===== src/rtl/div.sv =====
// Iterative radix-2 32-bit divider for DIV/DIVU. It produces one quotient bit per cycle
// and returns {remainder, quotient}, which is held while start_in stays high.
module div (
    input  logic        clk,
    input  logic        rst,
    input  logic        signed_div_in,
    input  logic [31:0] opdata1_in,
    input  logic [31:0] opdata2_in,
    input  logic        start_in,
    input  logic        annul_in,
    output logic [63:0] result_out,
    output logic        ready_out
);

    localparam int unsigned W    = 32;
    localparam int unsigned CW   = 6;
    localparam logic [1:0]  FREE   = 2'd0;
    localparam logic [1:0]  BYZERO = 2'd1;
    localparam logic [1:0]  ON     = 2'd2;
    localparam logic [1:0]  END    = 2'd3;

    logic [1:0]    state, state_n;
    logic [CW-1:0] cnt, cnt_n;
    logic [W-1:0]  r, r_n, q, q_n, d, d_n;
    logic          sq, sq_n, sr, sr_n;
    logic [63:0]   result_n;
    logic          ready_n;
    logic [W:0]    diff;
    logic [W-1:0]  r_iter, q_iter;
    logic          neg1, neg2;

    // Restoring-division step: subtract only when the trial difference stays non-negative.
    always_comb begin
        diff   = {r, q[W-1]} - {1'b0, d};
        r_iter = diff[W] ? {r[W-2:0], q[W-1]} : diff[W-1:0];
        q_iter = {q[W-2:0], ~diff[W]};
    end

    // Next-state and datapath update.
    always_comb begin
        state_n  = state;
        cnt_n    = cnt;
        r_n      = r;
        q_n      = q;
        d_n      = d;
        sq_n     = sq;
        sr_n     = sr;
        result_n = result_out;
        ready_n  = ready_out;
        neg1     = signed_div_in & opdata1_in[W-1];
        neg2     = signed_div_in & opdata2_in[W-1];

        if (annul_in && state != END) begin
            state_n  = FREE;
            cnt_n    = '0;
            ready_n  = 1'b0;
            result_n = '0;
        end else begin
            case (state)
                FREE: begin
                    if (start_in) begin
                        q_n   = neg1 ? W'(~opdata1_in + W'(1)) : opdata1_in;
                        d_n   = neg2 ? W'(~opdata2_in + W'(1)) : opdata2_in;
                        sq_n  = neg1 ^ neg2;
                        sr_n  = neg1;
                        cnt_n = '0;
                        r_n   = '0;
                        state_n = (opdata2_in == '0) ? BYZERO : ON;
                    end
                end
                BYZERO: begin
                    result_n = '0;
                    ready_n  = 1'b1;
                    state_n  = END;
                end
                ON: begin
                    r_n   = r_iter;
                    q_n   = q_iter;
                    cnt_n = CW'(cnt + CW'(1));
                    if (cnt == CW'(31)) begin
                        result_n = {sr ? W'(W'(0) - r_iter) : r_iter,
                                    sq ? W'(W'(0) - q_iter) : q_iter};
                        ready_n  = 1'b1;
                        state_n  = END;
                    end
                end
                default: begin
                    if (!start_in) begin
                        state_n  = FREE;
                        ready_n  = 1'b0;
                        result_n = '0;
                    end
                end
            endcase
        end
    end

    always_ff @(posedge clk) begin
        if (rst) begin
            state      <= FREE;
            cnt        <= '0;
            r          <= '0;
            q          <= '0;
            d          <= '0;
            sq         <= 1'b0;
            sr         <= 1'b0;
            result_out <= '0;
            ready_out  <= 1'b0;
        end else begin
            state      <= state_n;
            cnt        <= cnt_n;
            r          <= r_n;
            q          <= q_n;
            d          <= d_n;
            sq         <= sq_n;
            sr         <= sr_n;
            result_out <= result_n;
            ready_out  <= ready_n;
        end
    end

endmodule


===== config.mk =====
export PLATFORM = sky130hd
export DESIGN_NAME = div
export DESIGN_NICKNAME = d
export VERILOG_FILES = /design/src/rtl/div.sv
export SDC_FILE = /design/constraint.sdc
export NUM_CORES = 1
export LEC_CHECK = 0
export BUFFER_PORTS_ARGS = -buffer_cell sky130_fd_sc_hd__buf_2
export CORE_MARGIN = 10
export CORE_UTILIZATION = 60
export CTS_BUF_LIST = sky130_fd_sc_hd__clkbuf_4
export DETAILED_ROUTE_END_ITERATION = 6
export GPL_ROUTABILITY_DRIVEN = 0
export PLACE_DENSITY = 0.87
export SYNTH_ARGS = -nofsm -noshare
export SYNTH_HDL_FRONTEND = slang
export SYNTH_SLANG_ARGS = --single-unit

===== constraint.sdc =====
create_clock -name clk -period 5.63 [get_ports clk]
set_input_delay 0.563 -clock clk [delete_from_list [all_inputs] [get_ports clk]]
set_output_delay 0.563 -clock clk [all_outputs]
set_load 0.02 [all_outputs]

# --- Yosys cells after proc, flatten, opt, wreduce, memory -nomap -nowiden ---
# Cells that the tools add are included.
totals:
  ff_bits: 171
  romBits: 0
  mem_count: 0
  elab_cells: 63
  latchBits: 0
  mem_bits_rw: 0
classes:
  n_mux: 22
  n_reduce_logical: 10
  n_eq_ne: 8
  shifts: 0
  div_mod_pow: 0
  bitwise_logic: 8
  addsub: 6
  n_lt_le_gt_ge: 0
  n_mul: 0
ops:
  columns: ["operator", "n"]
  rows:
  - ["$mux 32", 7]
  - ["$pmux 64 s3", 1]
  - ["$mux 64", 2]
  - ["$pmux 32 s2", 2]
  - ["$add 32x1->32 const B", 2]
  - ["$not 32->32", 2]
  - ["$sub 1x32->32 const A", 2]
  - ["$sub 33x32->33", 1]
  - ["$logic_not 32->1", 1]
  - ["$pmux 6 s2", 1]
  - ["$reduce_and 3->1", 4]
  - ["$mux 2", 4]
  - ["$add 6x1->6 const B", 1]
  - ["$eq 6x5->1 const B", 1]
  - ["$mux 6", 1]
  - ["$ne 2x2->1 const B", 3]
  - ["$pmux 2 s3", 1]
  - ["$ne 4x1->1 const B", 1]
  - ["$ne 3x1->1 const B", 1]
  - ["$not 1->1", 3]
  - ["$pmux 1 s3", 1]
  - ["$and 1x1->1", 2]
  - ["$eq 2x1->1 const B", 1]
  - ["$eq 2x2->1 const B", 1]
  - ["other kinds (7)", 8]

# --- Longest topological paths before layout ---
logic_depth:
  ltp_word: 6
  mapped_depth: 24

# --- Worst setup path before layout ---
# Ideal clock, no wire load.
synth_timing:
  path_type: "flip-flop to flip-flop"
  startpoint: "reg q[31]"
  endpoint: "reg result_out[60]"
  path_stages_with_launch: 23
  setup_slack_ns: 1.073
  arrival_time_ns: 4.433
  required_time_ns: 5.507
  path_buffers: 3
  cell_sequence: "dfxtp_1 -> inv_1 -> ha_1 -> inv_1 -> fa_1 -> a211oi_1 -> o211ai_1 -> nand2_1 -> a211oi_2 -> a21o_1 -> nor2_2 -> buf_4 -> buf_2 -> buf_2 -> mux2i_1 -> ha_1 -> nand2_1 -> or4_1 -> nor2_1 -> a41oi_1 -> nor4_2 -> mux2i_1 -> nand2_1"
synth_between:
  elab_chain_len: 6
synth_rtl:
  columns: ["element", "line", "rtl"]
  rows:
  - ["from (decl)", "24", "logic [W-1:0] r, r_n, q, q_n, d, d_n;"]
  - ["from (signal assigned)", "113", "q <= q_n;"]
  - ["$sub 33x32->33", "34", "diff = {r, q[W-1]} - {1'b0, d};"]
  - ["$mux 32 *", "35", "r_iter = diff[W] ? {r[W-2:0], q[W-1]} : diff[W-1:0];"]
  - ["$sub 1x32->32", "81", "result_n = {sr ? W'(W'(0) - r_iter) : r_iter,"]
  - ["$mux 32 *", "81", null]
  - ["$mux 64 *", "80", "if (cnt == CW'(31)) begin"]
  - ["$pmux 64 s3 *", "59", "case (state)"]
  - ["to (signal assigned)", "117", "result_out <= result_n;"]
  - ["to (decl)", "11", "output logic [63:0] result_out,"]
# Mark *: on every way between the ends. The rest lies on a longest branch, timed or not. The select of a mux whose other input is x is not followed.
# A chain may end at the register's enable or synchronous reset.

# --- Worst setup path in the final report ---
layout_timing:
  startpoint: "reg q[31]"
  endpoint: "reg result_out[56]"
# Same word-level chain as after synthesis.

==> flow_summary_export.csv <==
group,metric,value,unit
clock_tree,path_clk_slew,0.18,ns
critical_path,crit_path_end_kind,"register",
synth,syn_nets,1689,
worst_hold_path,hold_class,"in2reg",
placement,pre_cts_ws,0.850,ns
placement,dp_hpwl,26000,µm
die,core,0.0188,mm²
die,die_y,159,µm
grt,grt_usage,0.269,
die,chipWidth,159,µm
sta,maxSlewHeadroom,0.206,
status,violations,"DRC",
critical_path,cp.required,6.12,ns
grt,grt_pass1_wl,55200,µm
sta,tns,0,ns
sta,max_freq,202,MHz
placement,port-buffer-count,133,
routing,drc,1,
sta,drv_slew,0,
critical_path,worstSetupPathType,"reg2reg",
critical_path,cp_cell_sequence,"inv_1 > ha_1 > inv_1 > fa_1 > a211oi_1 > o211ai_1 > nand2_1 > a211oi_2 > a21o_1 > nor2_4 > mux2i_1 > ha_1 > nand2_1 > or4_1 > nor2_1 > a41oi_1 > nor4_2 > mux2i_1 > nand2_1",
critical_path,cp_common_cell,"nand2_1",
critical_path,cp_slowest_stage_delay,0.48,ns
synth,ys_seq_elements,171,
clock_tree,cts_setup_buffers,0,
final_layout,fillers,1596,
clock_tree,cts.sinks,171,
worst_hold_path,min_to,"d[0]",
synth,synth-edff-count,0,
die,dieArea,0.0252,mm²
critical_path,rr_worst_depth,19,
placement,placed_cells,1900,
synth,yosysMostFrequentCell,"nand2_1",
critical_path,path_buf_inv,2,
synth,synth.avg_cell_area,7.31,µm²
clock_tree,cts_resized,0,
worst_hold_path,min_path_cells,3,
grt,overflow,0,
sta,tightest_slew,1.19,ns
final_layout,area_delta_synth_final,9.14,%
synth,ys_async_sr_fraction,0,
clock_tree,cts_tree,"built",
sta,setup_viol,0,
grt,grt_max_degree,99,
synth,synth_top_area_cell,"dfxtp_1",
critical_path,worstPathArrival,5.46,ns
routing,wl_per_cell,17.9,µm
power_and_ir_drop,cellPowerDensity,207,mW/mm²
synth,yosysTopAreaCellShare,0.297,
placement,placed_cell_area,0.0123,mm²
sta,fin_skew,0.0365,ns
critical_path,worstReg2RegEnd,"result_out[56]",
final_layout,layout.nets,1770,
power_and_ir_drop,vdd_drop_max,0.135,mV
clock_tree,cts_buffer_depth,2,
power_and_ir_drop,leakagePower,4.85,nW
worst_hold_path,min_from,"opdata2_in[0]",
critical_path,r2r_slack,0.67,ns
routing,via_count,12081,
clock_tree,cts_buffers,17,
routing,viasPerCell,6.25,
clock_tree,h-tree-depth,4,
routing,drt_pass1_iterations,7,
critical_path,cp_slowest_cell,"or4_1",
sta,fin_ws,0.668,ns
routing,detail-route-antenna-nets,0,
synth,synth_ff_type,"dfxtp_1",
power_and_ir_drop,finalPower,0.00260,W
critical_path,critPathTopFamily,"simple AND/OR/NAND/NOR gates",
synth,seq_area_frac_synth,0.297,
sta,hold_viol,0,
final_layout,diodes,0,
clock_tree,insertion_delay,0.60,ns
die,initial_core_util,0.613,
clock_tree,cts-hold-fix-buffers,0,
synth,yosysUniqueCellTypes,77,
critical_path,cp_max_fo,21,
routing,drt_iter0_drc,1608,
final_layout,fin_area,0.0126,mm²
die,num_rows,50,
sta,fin_crit,4.96,ns
synth,ys_warn_count,0,
grt,grt_pass1_vias,11234,
synth,synth_area_leaders,"dfxtp_1 (30%), nand2_1 (7.9%), nor2_1 (6.2%), o21ai_0 (5.8%), xnor2_1 (5.1%)",
synth,syn-cell-area,0.0115,mm²
grt,antenna_found_initial,1,
final_layout,fin_cells,1932,
sta,post-route-period-util,0.881,
run,max-cap-violations,0,
status,status,"finished, violations left",
critical_path,cp-start-kind,"register",
critical_path,r2r-start,"q[31]",
clock_tree,cts-root-buf,"clkbuf_4",
routing,wl,34600,µm
synth,syn_inst,1578,
final_layout,final_layout_size_suffix_gt1_frac,0.124,
synth,ys_top_cells_by_count,"nand2_1 (242), nor2_1 (190), dfxtp_1 (171), o21ai_0 (134), a21oi_1 (117)",
sta,rsz0062_at_grt,"no",
die,io_pins,134,
[kinds of logic after synthesis]
group,synth area share
compound gates,0.243
buf+inv,0.0464
xor+xnor,0.101
flops,0.297
mux,0.0205
simple gates,0.247
fa+ha+maj,0.0462
[flip-flops by register name, summed over array words and instances, names as in the netlist]
signal and cells:
q 32, d 32, sr 1, result_out 64
state 2, cnt 6, sq 1, ready_out 1
r 32
[layout make-up]
class	count	area [µm²]	area share
Timing Repair Buffer	146	763	0.0606
Tap cell	260	325	0.0258
Sequential cell	171	3420	0.272
Inverter	54	203	0.0161
Multi-Input combinational cell	1269	7600	0.604
Clock inverter	15	146	0.0116
Clock buffer	17	128	0.0101
[how the worst max path moves through the flow]
stage,startpoint,endpoint,slack (ns),depth (start not counted)
final,q[31],result_out[56],0.67,19
after global routing,q[31],result_out[62],0.24,19
after CTS,q[31],result_out[62],0.81,19
after detailed placement,q[31],result_out[62],0.85,19
after global placement,q[31],result_out[60],0.99,19
after floorplan,q[31],result_out[60],1.07,22
[worst min-delay path, cell delays in order]
cell and delay [ns]:
buf_2 0.12, nand2_1 0.06, a21oi_1 0.05
[cells in the final DEF (no fill, tap or decap), types with 9 or more instances in the layout]
cell type | netlist | layout
a31oi_1 | 10 | 10
nor2b_1 | 11 | 11
or4_1 | 11 | 11
o21ai_0 | 134 | 134
nand3_1 | 29 | 29
a21o_1 | 9 | 9
nand2_1 | 242 | 241
o41ai_1 | 13 | 13
inv_1 | 53 | 53
clkbuf_4 | 0 | 17
nor2_1 | 190 | 186
a211oi_1 | 29 | 29
buf_4 | 1 | 13
nand2b_1 | 11 | 11
a22oi_1 | 45 | 45
or3_1 | 19 | 19
o211ai_1 | 9 | 9
a311oi_1 | 10 | 10
buf_2 | 9 | 133
a21oi_1 | 117 | 117
o31ai_1 | 25 | 25
ha_1 | 41 | 40
mux2i_1 | 18 | 18
xnor2_1 | 67 | 67
nor3_1 | 37 | 37
nor4_1 | 14 | 14
dfxtp_1 | 171 | 171
xor2_1 | 66 | 66
[layer usage]
metal | up-vias | part of all wire | track usage
met1 | 5495 | 0.41 | 0.350
li1 | 5771 | - | -
met5 | - | 0.00038 | 0
met4 | 2 | 0.042 | 0.117
met3 | 137 | 0.10 | 0.0580
met2 | 676 | 0.45 | 0.419
[power by group]
part	total, W	switching [W]	internal, W
Clock	0.000710	0.000511	0.000199
Sequential	0.00128	0.0000343	0.00124
Combinational	0.000612	0.000393	0.000219
Total	0.00260	0.000938	0.00166
[stage by stage]
stage / hold WS (ns) / util
after floorplan: 0.440 / -
after global placement: 0.431 / 0.654
after detailed placement: 0.439 / 0.654
after CTS: 0.230 / 0.669
after global routing: 0.262 / 0.669
final: 0.244 / 0.669
Note: power is estimated with default switching activity, not from simulation.
